--- config.mk ---
export PLATFORM = sky130hd
export DESIGN_NAME = demux_1to8_reg
export DESIGN_NICKNAME = d
export VERILOG_FILES = /design/src/rtl/demux_pkg.sv /design/src/rtl/demux_ch_slot.sv /design/src/rtl/demux_1to8_reg.sv
export SDC_FILE = /design/constraint.sdc
export NUM_CORES = 1
export LEC_CHECK = 0
export CORE_MARGIN = 1
export CORE_UTILIZATION = 50
export CTS_CLUSTER_DIAMETER = 200
export DETAILED_ROUTE_END_ITERATION = 10
export GPL_ROUTABILITY_DRIVEN = 0
export PLACE_DENSITY_LB_ADDON = 0.08
export SYNTH_ARGS = -nofsm -noshare
export SYNTH_HDL_FRONTEND = slang
export SYNTH_SLANG_ARGS = --single-unit
export TNS_END_PERCENT = 20
--- constraint.sdc ---
create_clock -name clk -period 4.2 [get_ports clk]
set_input_delay 1.26 -clock clk [delete_from_list [all_inputs] [get_ports clk]]
set_output_delay 1.26 -clock clk [all_outputs]
set_load 0.02 [all_outputs]
--- src/rtl/demux_pkg.sv ---
// Shared widths, beat/select types and slot state encoding for the registered 1:N demux.
package demux_pkg;

  localparam int DATA_W = 8;
  localparam int NUM_CH = 8;
  localparam int SEL_W  = $clog2(NUM_CH);

  typedef logic [DATA_W-1:0] data_t;
  typedef logic [SEL_W-1:0]  sel_t;

  typedef enum logic {
    SLOT_EMPTY = 1'b0,
    SLOT_FULL  = 1'b1
  } slot_state_t;

endpackage

--- src/rtl/demux_ch_slot.sv ---
// One output channel: a single-entry data register plus its EMPTY/FULL valid state.
module demux_ch_slot
  import demux_pkg::*;
#(
  parameter int DW = DATA_W
) (
  input  logic          clk,
  input  logic          rst,
  input  logic          fill,
  input  logic          drain_rdy,
  input  logic [DW-1:0] din,
  output logic          valid,
  output logic [DW-1:0] dout
);

  slot_state_t state;

  // A drain in the same cycle as a fill keeps the slot full with the new beat.
  always_ff @(posedge clk) begin
    if (rst) begin
      state <= SLOT_EMPTY;
      dout  <= '0;
    end else begin
      if (fill)
        dout <= din;
      case (state)
        SLOT_EMPTY: if (fill) state <= SLOT_FULL;
        SLOT_FULL:  if (drain_rdy && !fill) state <= SLOT_EMPTY;
        default:    state <= SLOT_EMPTY;
      endcase
    end
  end

  assign valid = (state == SLOT_FULL);

endmodule

--- src/rtl/demux_1to8_reg.sv ---
// Registered 1:N demultiplexer with per-channel one-entry slots.
// Optional round-robin destination mode is enabled by defining DEMUX_AUTOSEL_EN.
module demux_1to8_reg #(
  parameter  int DATA_W = demux_pkg::DATA_W,
  parameter  int NUM_CH = demux_pkg::NUM_CH,
  localparam int SEL_W  = $clog2(NUM_CH)
) (
  input  logic                     clk,
  input  logic                     rst,
  input  logic                     in_valid,
  output logic                     in_ready,
  input  logic [DATA_W-1:0]        in_data,
  input  logic [SEL_W-1:0]         sel,
  output logic [NUM_CH-1:0]        out_valid,
  input  logic [NUM_CH-1:0]        out_ready,
  output logic [NUM_CH*DATA_W-1:0] out_data
`ifdef DEMUX_AUTOSEL_EN
  ,
  input  logic                     auto_sel
`endif
);

  logic [SEL_W-1:0]  dest;
  logic              accept;
  logic [NUM_CH-1:0] fill;

`ifdef DEMUX_AUTOSEL_EN
  logic [SEL_W-1:0] rr_cnt;

  // NUM_CH is a power of two, so the natural SEL_W-bit overflow is the wrap to 0.
  always_ff @(posedge clk) begin
    if (rst)
      rr_cnt <= '0;
    else if (accept && auto_sel)
      rr_cnt <= rr_cnt + 1'b1;
  end

  assign dest = auto_sel ? rr_cnt : sel;
`else
  assign dest = sel;
`endif

  // Ready only looks at the addressed slot, so a stalled channel never blocks the others.
  assign in_ready = ~out_valid[dest] | out_ready[dest];
  assign accept   = in_valid & in_ready;

  for (genvar k = 0; k < NUM_CH; k++) begin : g_ch
    assign fill[k] = accept && (dest == SEL_W'(k));

    demux_ch_slot #(
      .DW(DATA_W)
    ) u_slot (
      .clk      (clk),
      .rst      (rst),
      .fill     (fill[k]),
      .drain_rdy(out_ready[k]),
      .din      (in_data),
      .valid    (out_valid[k]),
      .dout     (out_data[k*DATA_W +: DATA_W])
    );
  end

endmodule

After elaboration in Yosys (flattened, before gate mapping) --
Index checks and enable logic that the tools add are counted. W data, S select, Z words.
Operators by class: bitwise gates (word level) 11, equal/unequal tests 7, multiplexer cells 28, reductions and logical operators 25, $lt $le $gt $ge 1
Operators with widths (count):
- $mux W1 | 18
- $logic_and A1 B1 Y1 | 16
- $pmux W1 S2 | 8
- $eq A3 B3 Y1 const B | 4
- $not A1 Y1 | 9
- $logic_not A1 Y1 | 8
- $bmux W1 S3 | 2
- $eq A3 B2 Y1 const B | 2
- $lt A3 B4 Y1 const B | 1
- $eq A3 B1 Y1 const B | 1
- $logic_not A3 Y1 | 1
- $and A1 B1 Y1 | 1
- $or A1 B1 Y1 | 1
Word-level totals: output and inout port bits 73, word-level logic and storage cells 88, bits of input ports 22, bits in registers 72

Logic depth before layout (Yosys ltp) --
Gate-level depths: netlist (run 1).
word-level depth 10, mapped depth 5, gate-level depth less buffers 3

By module --
Synthesis (run 1) repeated with hierarchy kept, for this count alone.
Unflattened totals: cells, all modules 273, area, all modules 2845.2 um^2
By module, submodules not included:
- demux_ch_slot | cells each 30, area each 321.6 um^2, sequential area each 180.2 um^2, instances 8
- demux_1to8_reg | cells each 33, area each 272.8 um^2, sequential area each 0.0 um^2, instances 1

Worst setup path after synthesis (run 1) --
Ideal clock, no wire load.
path kind input port to output port, start input port sel[0], end output port in_ready, arrival time 2284 ps, data required time 2940 ps, stages on the path 3, buffers on the path 1, setup slack 656 ps, cells stage by stage buf_4 mux4_2 mux2i_1
Between the ends: cells in the longest elaborated chain, start to end 4, elaborated cells between the ends (all ways) 6, classes of those cells mux: 4; bitwise: 2
RTL lines:
- start: declaration | line demux_1to8_reg.sv:13 | input logic [SEL_W-1:0] sel,
- $bmux W1 S3 | line demux_1to8_reg.sv:44 | assign in_ready = ~out_valid[dest] | out_ready[dest];
- $mux W1 (implied by the code) | line demux_1to8_reg.sv:44
- $not A1 Y1 | line demux_1to8_reg.sv:44
- $or A1 B1 Y1 (*) | line demux_1to8_reg.sv:44
- end: declaration | line demux_1to8_reg.sv:11 | output logic in_ready,
Every way passes the cells marked *; elsewhere a longest branch is shown, timed or not. The select of a mux whose other input is x is not followed.

Worst setup path after layout (run 1) --
Ends and elaborated chain as after synthesis.

==> impl_metrics.ini, run 1 <==
[outcome]
status = completed

[synth]
synth_edf_count = 0
yosys.area_share.adder = 0
yosys_warnings = 0
avgSynthCellArea_um2 = 8.47
synth_top_family_by_area = compound AO/OA/AOI/OAI gates
synthDistinctLibCells = 22
synth_top_area_cell = dfxtp_1
synth_xor_area_frac = 0
synthCells = 354
synth_seq_cells = 72
synth_compound_area_frac = 0.227
syn_area_mm2 = 0.00300
yosys.area_share.simple = 0.199
muxShareOfSynthArea = 0.0184
synth_area_leaders = dfxtp_1 (48%), a21oi_1 (12%), nand3_1 (11%)
async_flop_share = 0
netlist.area_leader.share = 0.481
syn-num-nets = 376
synth-main-ff-cell = dfxtp_1
yosysSeqAreaShare = 0.481

[power]
power_leakage_nw = 1.34
powerDensity_mw_per_mm2 = 336
ir_drop_uv = 225
fin_total_pwr_mw = 1.38

[floorplanning]
design.die.area_mm2 = 0.00631
start_util = 0.532
rows = 27
die_y_um = 79.5
io_pins = 95
coreArea_mm2 = 0.00564
die_x_um = 79.5

[final_layout]
final_cell_area_mm2 = 0.00410
antenna_cells = 0
nFillCells = 439
nets = 449
syn2layout_area_growth_pct = 36.7
drive_above_1_share = 0.0810
layout_commonest_cell = clkdlybuf4s50_1
final_cell_mix = clkdlybuf4s50_1 (92), a21oi_1 (72), dfxtp_1 (72)

[worst_setup_path]
cp.depth = 4
crit_fanout = 4
critical_path.endpoint = in_ready
arrival_ps = 2870
critical-path-max-stage-delay_ps = 570
critPathRequiredTime_ps = 2940
criticalPathCategory = input port to output port
critical_path.slowest_cell = clkdlybuf4s50_1
startpoint_type = input port
r2r_start = g_ch[3].u_slot.valid
r2r_slack_ps = 3000
path_cells = clkdlybuf4s50_1, mux4_2, mux2i_1, dlygate4sd2_1
worst_setup_path_end_kind = output port
r2r-end = g_ch[3].u_slot.dout[6]
cp.buffers_inverters = 2
rr_worst_depth = 4
setup.worst_path.start = sel[0]
critPathTopFamily = buffers and inverters

[sta]
hold_violations = 0
tightest_slew_ps = 830
finalMaxSlewViolations = 0
fmax_ghz = 0.242
slew_headroom = 0.447
finalCritPeriodShare = 0.984
layout_setup_ws_ps = 68.3
fin_hold_ws_ps = 476
rsz0062_at_grt = false
finalSetupViolCount = 0
skew_ps = 8.03
min_period_ps = 4130

[grt]
antenna_found_initial = 0
grt_max_degree = 48
overflow = 0
grt_pass1_vias = 2581
track_usage = 0.272
grt_pass1_wl_um = 13000

[route]
antenna_violating_nets_post_route = 0
drt_drc_violations_left = 0
drt_first_pass_iters = 5
wl_met2_um = 3980
totalWireLength_um = 8350
drtIter0Drc = 168
met1Wirelength_um = 3540
vias = 2946
vias_per_cell = 5.85
route.met3.wl_um = 721
top_layer = met4
wl_per_cell_um = 16.6

[flow_run]
drv_cap = 0

[placed_design]
placed_area_mm2 = 0.00391
io_buffers = 94
post-place-ws_ps = -218
hpwl_um = 5390

[cts]
cts_buffers = 9
cts_hold_buffers = 0
cts_sinks = 72
clockBufferDepth = 2
htree_levels = 3
tritoncts = built
insertion_delay_ps = 340
cts-root-buf = clkbuf_8
cts.clk_slew.worst_paths_ps = 80

[hold_path]
worstHoldPathType = register to register
==> through the flow <==
stage	util	cells	TNS (ps)
6_report	0.727	504	0
4_1_cts	0.727	504	0
3_5_place_dp	0.694	488	-218
2_1_floorplan	-	354	0
3_3_place_gp	0.694	488	-200
5_1_grt	0.727	504	0
==> kinds of logic after synthesis <==
family | Yosys count
AOI/OAI and AO/OA | 136
buffers and inverters | 47
DFF | 72
muxes | 3
and+or+nand+nor | 96
==> area by class of cell <==
class                           count  area, um2  area share
Timing Repair Buffer              109       1050       0.255
Sequential cell                    72       1440       0.352
Clock buffer                       10        128      0.0311
Clock inverter                      6       60.1      0.0147
Tap cell                           72       90.1      0.0220
Multi-Input combinational cell    235       1330       0.325
==> synth_stat cells, types with 2 or more instances <==
cell type  number
nand4b_1        3
and4b_1         3
buf_4          10
buf_1           4
clkbuf_1       24
nand4bb_1       3
nand2b_1        8
o21ai_1         9
dfxtp_1        72
mux4_2          2
a21oi_1        72
and4bb_1        2
nand3_1        64
nor2b_1         8
o21ai_0        55
buf_2           9
==> metal layers <==
| metal | GRT usage | vias to the layer above |
|---|---|---|
| li1 | - | 1421 |
| met1 | 0.367 | 1374 |
| met2 | 0.420 | 141 |
| met3 | 0.0640 | 10 |
| met4 | 0.100 | 0 |
| met5 | 0 | - |
==> power by group <==
part           switching (mW)  internal (mW)
registers             0.00763          0.697
logic                  0.0842         0.0648
clock network           0.253          0.271
==> how the worst min path moves through the flow <==
stage,from,end,slack (ps),cells past startpoint
after floorplan,g_ch[1].u_slot.dout[0],g_ch[1].u_slot.dout[0],550,2
after global placement,g_ch[3].u_slot.dout[5],g_ch[3].u_slot.dout[5],460,2
after detailed placement,g_ch[4].u_slot.dout[7],g_ch[4].u_slot.dout[7],470,2
after CTS,g_ch[4].u_slot.dout[7],g_ch[4].u_slot.dout[7],480,2
after global routing,g_ch[7].u_slot.dout[3],g_ch[7].u_slot.dout[3],500,2
final,g_ch[6].u_slot.dout[5],g_ch[6].u_slot.dout[5],480,2
==> tightest hold or removal path, stage by stage (launching register included) <==
cell	delay, ps
dfxtp_1	310
o21ai_0	60
a21oi_1	60
==> sequential cells by signal, summed over array words and instances (netlist names) <==
name	count
g_ch.u_slot.dout	64
g_ch.u_slot.valid	8
==> timing repair <==
action                     4_1_cts  5_1_grt
setup endpoints to repair        1        0
setup buffers                    0        0
gates resized for setup          1        0
Note: power is estimated with default switching activity, not from simulation.
==> run 2: changes to the inputs <==
--- a/config.mk
+++ b/config.mk
@@ -11,6 +11,7 @@
 export DETAILED_ROUTE_END_ITERATION = 10
 export GPL_ROUTABILITY_DRIVEN = 0
 export PLACE_DENSITY_LB_ADDON = 0.08
+export REMOVE_ABC_BUFFERS = 1
 export SYNTH_ARGS = -nofsm -noshare
 export SYNTH_HDL_FRONTEND = slang
 export SYNTH_SLANG_ARGS = --single-unit
==> impl_metrics.ini, run 2 (synthesis results as in run 1) <==
[outcome]
status = completed

[flow_run]
drv_cap = 0

[cts]
cts_sinks = 72
cts_hold_buffers = 0
htree_levels = 3
cts.clk_slew.worst_paths_ps = 60
cts-root-buf = clkbuf_8
clockBufferDepth = 2
post_cts_buffers = 0
cts_buffers = 9
insertion_delay_ps = 330
tritoncts = built

[worst_setup_path]
worst_setup_path_end_kind = output port
critical-path-max-stage-delay_ps = 580
arrival_ps = 2870
startpoint_type = input port
critical_path.slowest_cell = clkdlybuf4s50_1
criticalPathCategory = input port to output port
crit_fanout = 4
path_cells = clkdlybuf4s50_1, mux4_2, mux2i_1, dlygate4sd2_1
critPathRequiredTime_ps = 2940

[placed_design]
hpwl_um = 5420
post-place-ws_ps = -229
dp_cells = 486
io_buffers = 94

[grt]
grt_pass1_wl_um = 13200
grt_pass1_vias = 2701
track_usage = 0.275
antenna_found_initial = 0
overflow = 0
grt_max_degree = 73

[route]
drt_first_pass_iters = 4
drtIter0Drc = 132
antenna_violating_nets_post_route = 0
vias = 2900
drt_drc_violations_left = 0
totalWireLength_um = 8440
wl_per_cell_um = 16.9
vias_per_cell = 5.81

[final_layout]
stdcell_count = 499
nets = 447
largest_register_ffs = 64
drive_above_1_share = 0.0726
final_cell_mix = clkdlybuf4s50_1 (92), a21oi_1 (72), dfxtp_1 (72)
final_core_util = 0.722
nFillCells = 462
antenna_cells = 0
syn2layout_area_growth_pct = 35.9
layout_commonest_cell = clkdlybuf4s50_1
largest-register = g_ch.u_slot.dout

[floorplanning]
io_pins = 95
design.die.area_mm2 = 0.00631
start_util = 0.532
coreArea_mm2 = 0.00564
rows = 27
die_x_um = 79.5
die_y_um = 79.5

[power]
clock_power_share = 0.368
combPwrFrac = 0.110
p_int_mw = 1.03
p_sw_mw = 0.318
power_leakage_nw = 1.33
ir_drop_uv = 183
powerDensity_mw_per_mm2 = 331
swShare = 0.236
pwr-share-seq = 0.523

[sta]
finalSetupViolCount = 0
slew_headroom = 0.129
fmax_ghz = 0.242
rsz0062_at_grt = false
tightest_slew_ps = 1310
fin_hold_ws_ps = 474
finalCritPeriodShare = 0.983
min_period_ps = 4130
finalMaxSlewViolations = 0
skew_ps = 6.30
fin_setup_tns_ps = 0
layout_setup_ws_ps = 69.9
hold_violations = 0

[hold_path]
worstHoldPathType = register to register
-- run 2: cell count changes in the layout (fill, tap and decap cells not counted) --
| cell | change |
|---|---|
| clkbuf_8 | +4 |
| buf_4 | -2 |
| clkbuf_1 | -1 |
| clkinvlp_4 | -2 |
| clkinv_2 | -3 |
| bufinv_16 | -1 |
-- run 2: critical path, delay by kind of cell --
family,cells,cell delay [ps]
buf+inv,2,950
mux,2,660
-- run 2: routing by layer --
metal  up-vias  global-route usage  share of wire
li1       1404                   -              -
met1      1362               0.367           0.43
met2       117               0.426           0.46
met3        17              0.0594          0.086
met4         0               0.120          0.020
met5         -                   0              0
-- run 2: metrics by stage --
stage / cell area [um2] / power, mW
global route: 4080 / 1.40
global placement: 3900 / 0.864
CTS: 4080 / 1.36
detailed placement: 3900 / 0.866
floorplan: 2770 / 0.772
finish: 4080 / 1.35
-- run 2: path summary, 6_finish.rpt --
check / to / depth (start not counted) / startpoint / slack [ps]
setup / recovery: in_ready / 4 / sel[0] / 70
hold / removal: g_ch[2].u_slot.dout[2] / 2 / g_ch[2].u_slot.dout[2] / 470
setup reg to reg: g_ch[1].u_slot.dout[3] / 4 / g_ch[1].u_slot.valid / 2910
hold reg to reg: g_ch[2].u_slot.dout[2] / 2 / g_ch[2].u_slot.dout[2] / 470
-- run 2: cell type report --
cell class | count | area [um2] | share of cell area
clock buffer | 13 | 179 | 0.0439
sequential | 72 | 1440 | 0.354
tap | 72 | 90.1 | 0.0221
multi-input combinational | 235 | 1330 | 0.327
timing repair buffer | 107 | 1030 | 0.253
-- run 2: repair_timing --
action / in CTS / in global routing
endpoints found under the hold margin: 0 / 0
resized for setup: 1 / 0
setup endpoints to repair: 1 / 0
-- run 2: power groups by stage --
| stage | registers (mW) | clock network (mW) | logic, mW |
|---|---|---|---|
| 2_1_floorplan | 0.737 | 0 | 0.0350 |
| 3_3_place_gp | 0.720 | 0 | 0.143 |
| 3_5_place_dp | 0.720 | 0 | 0.146 |
| 4_1_cts | 0.705 | 0.504 | 0.147 |
| 5_1_grt | 0.706 | 0.536 | 0.157 |
| 6_report | 0.705 | 0.496 | 0.148 |
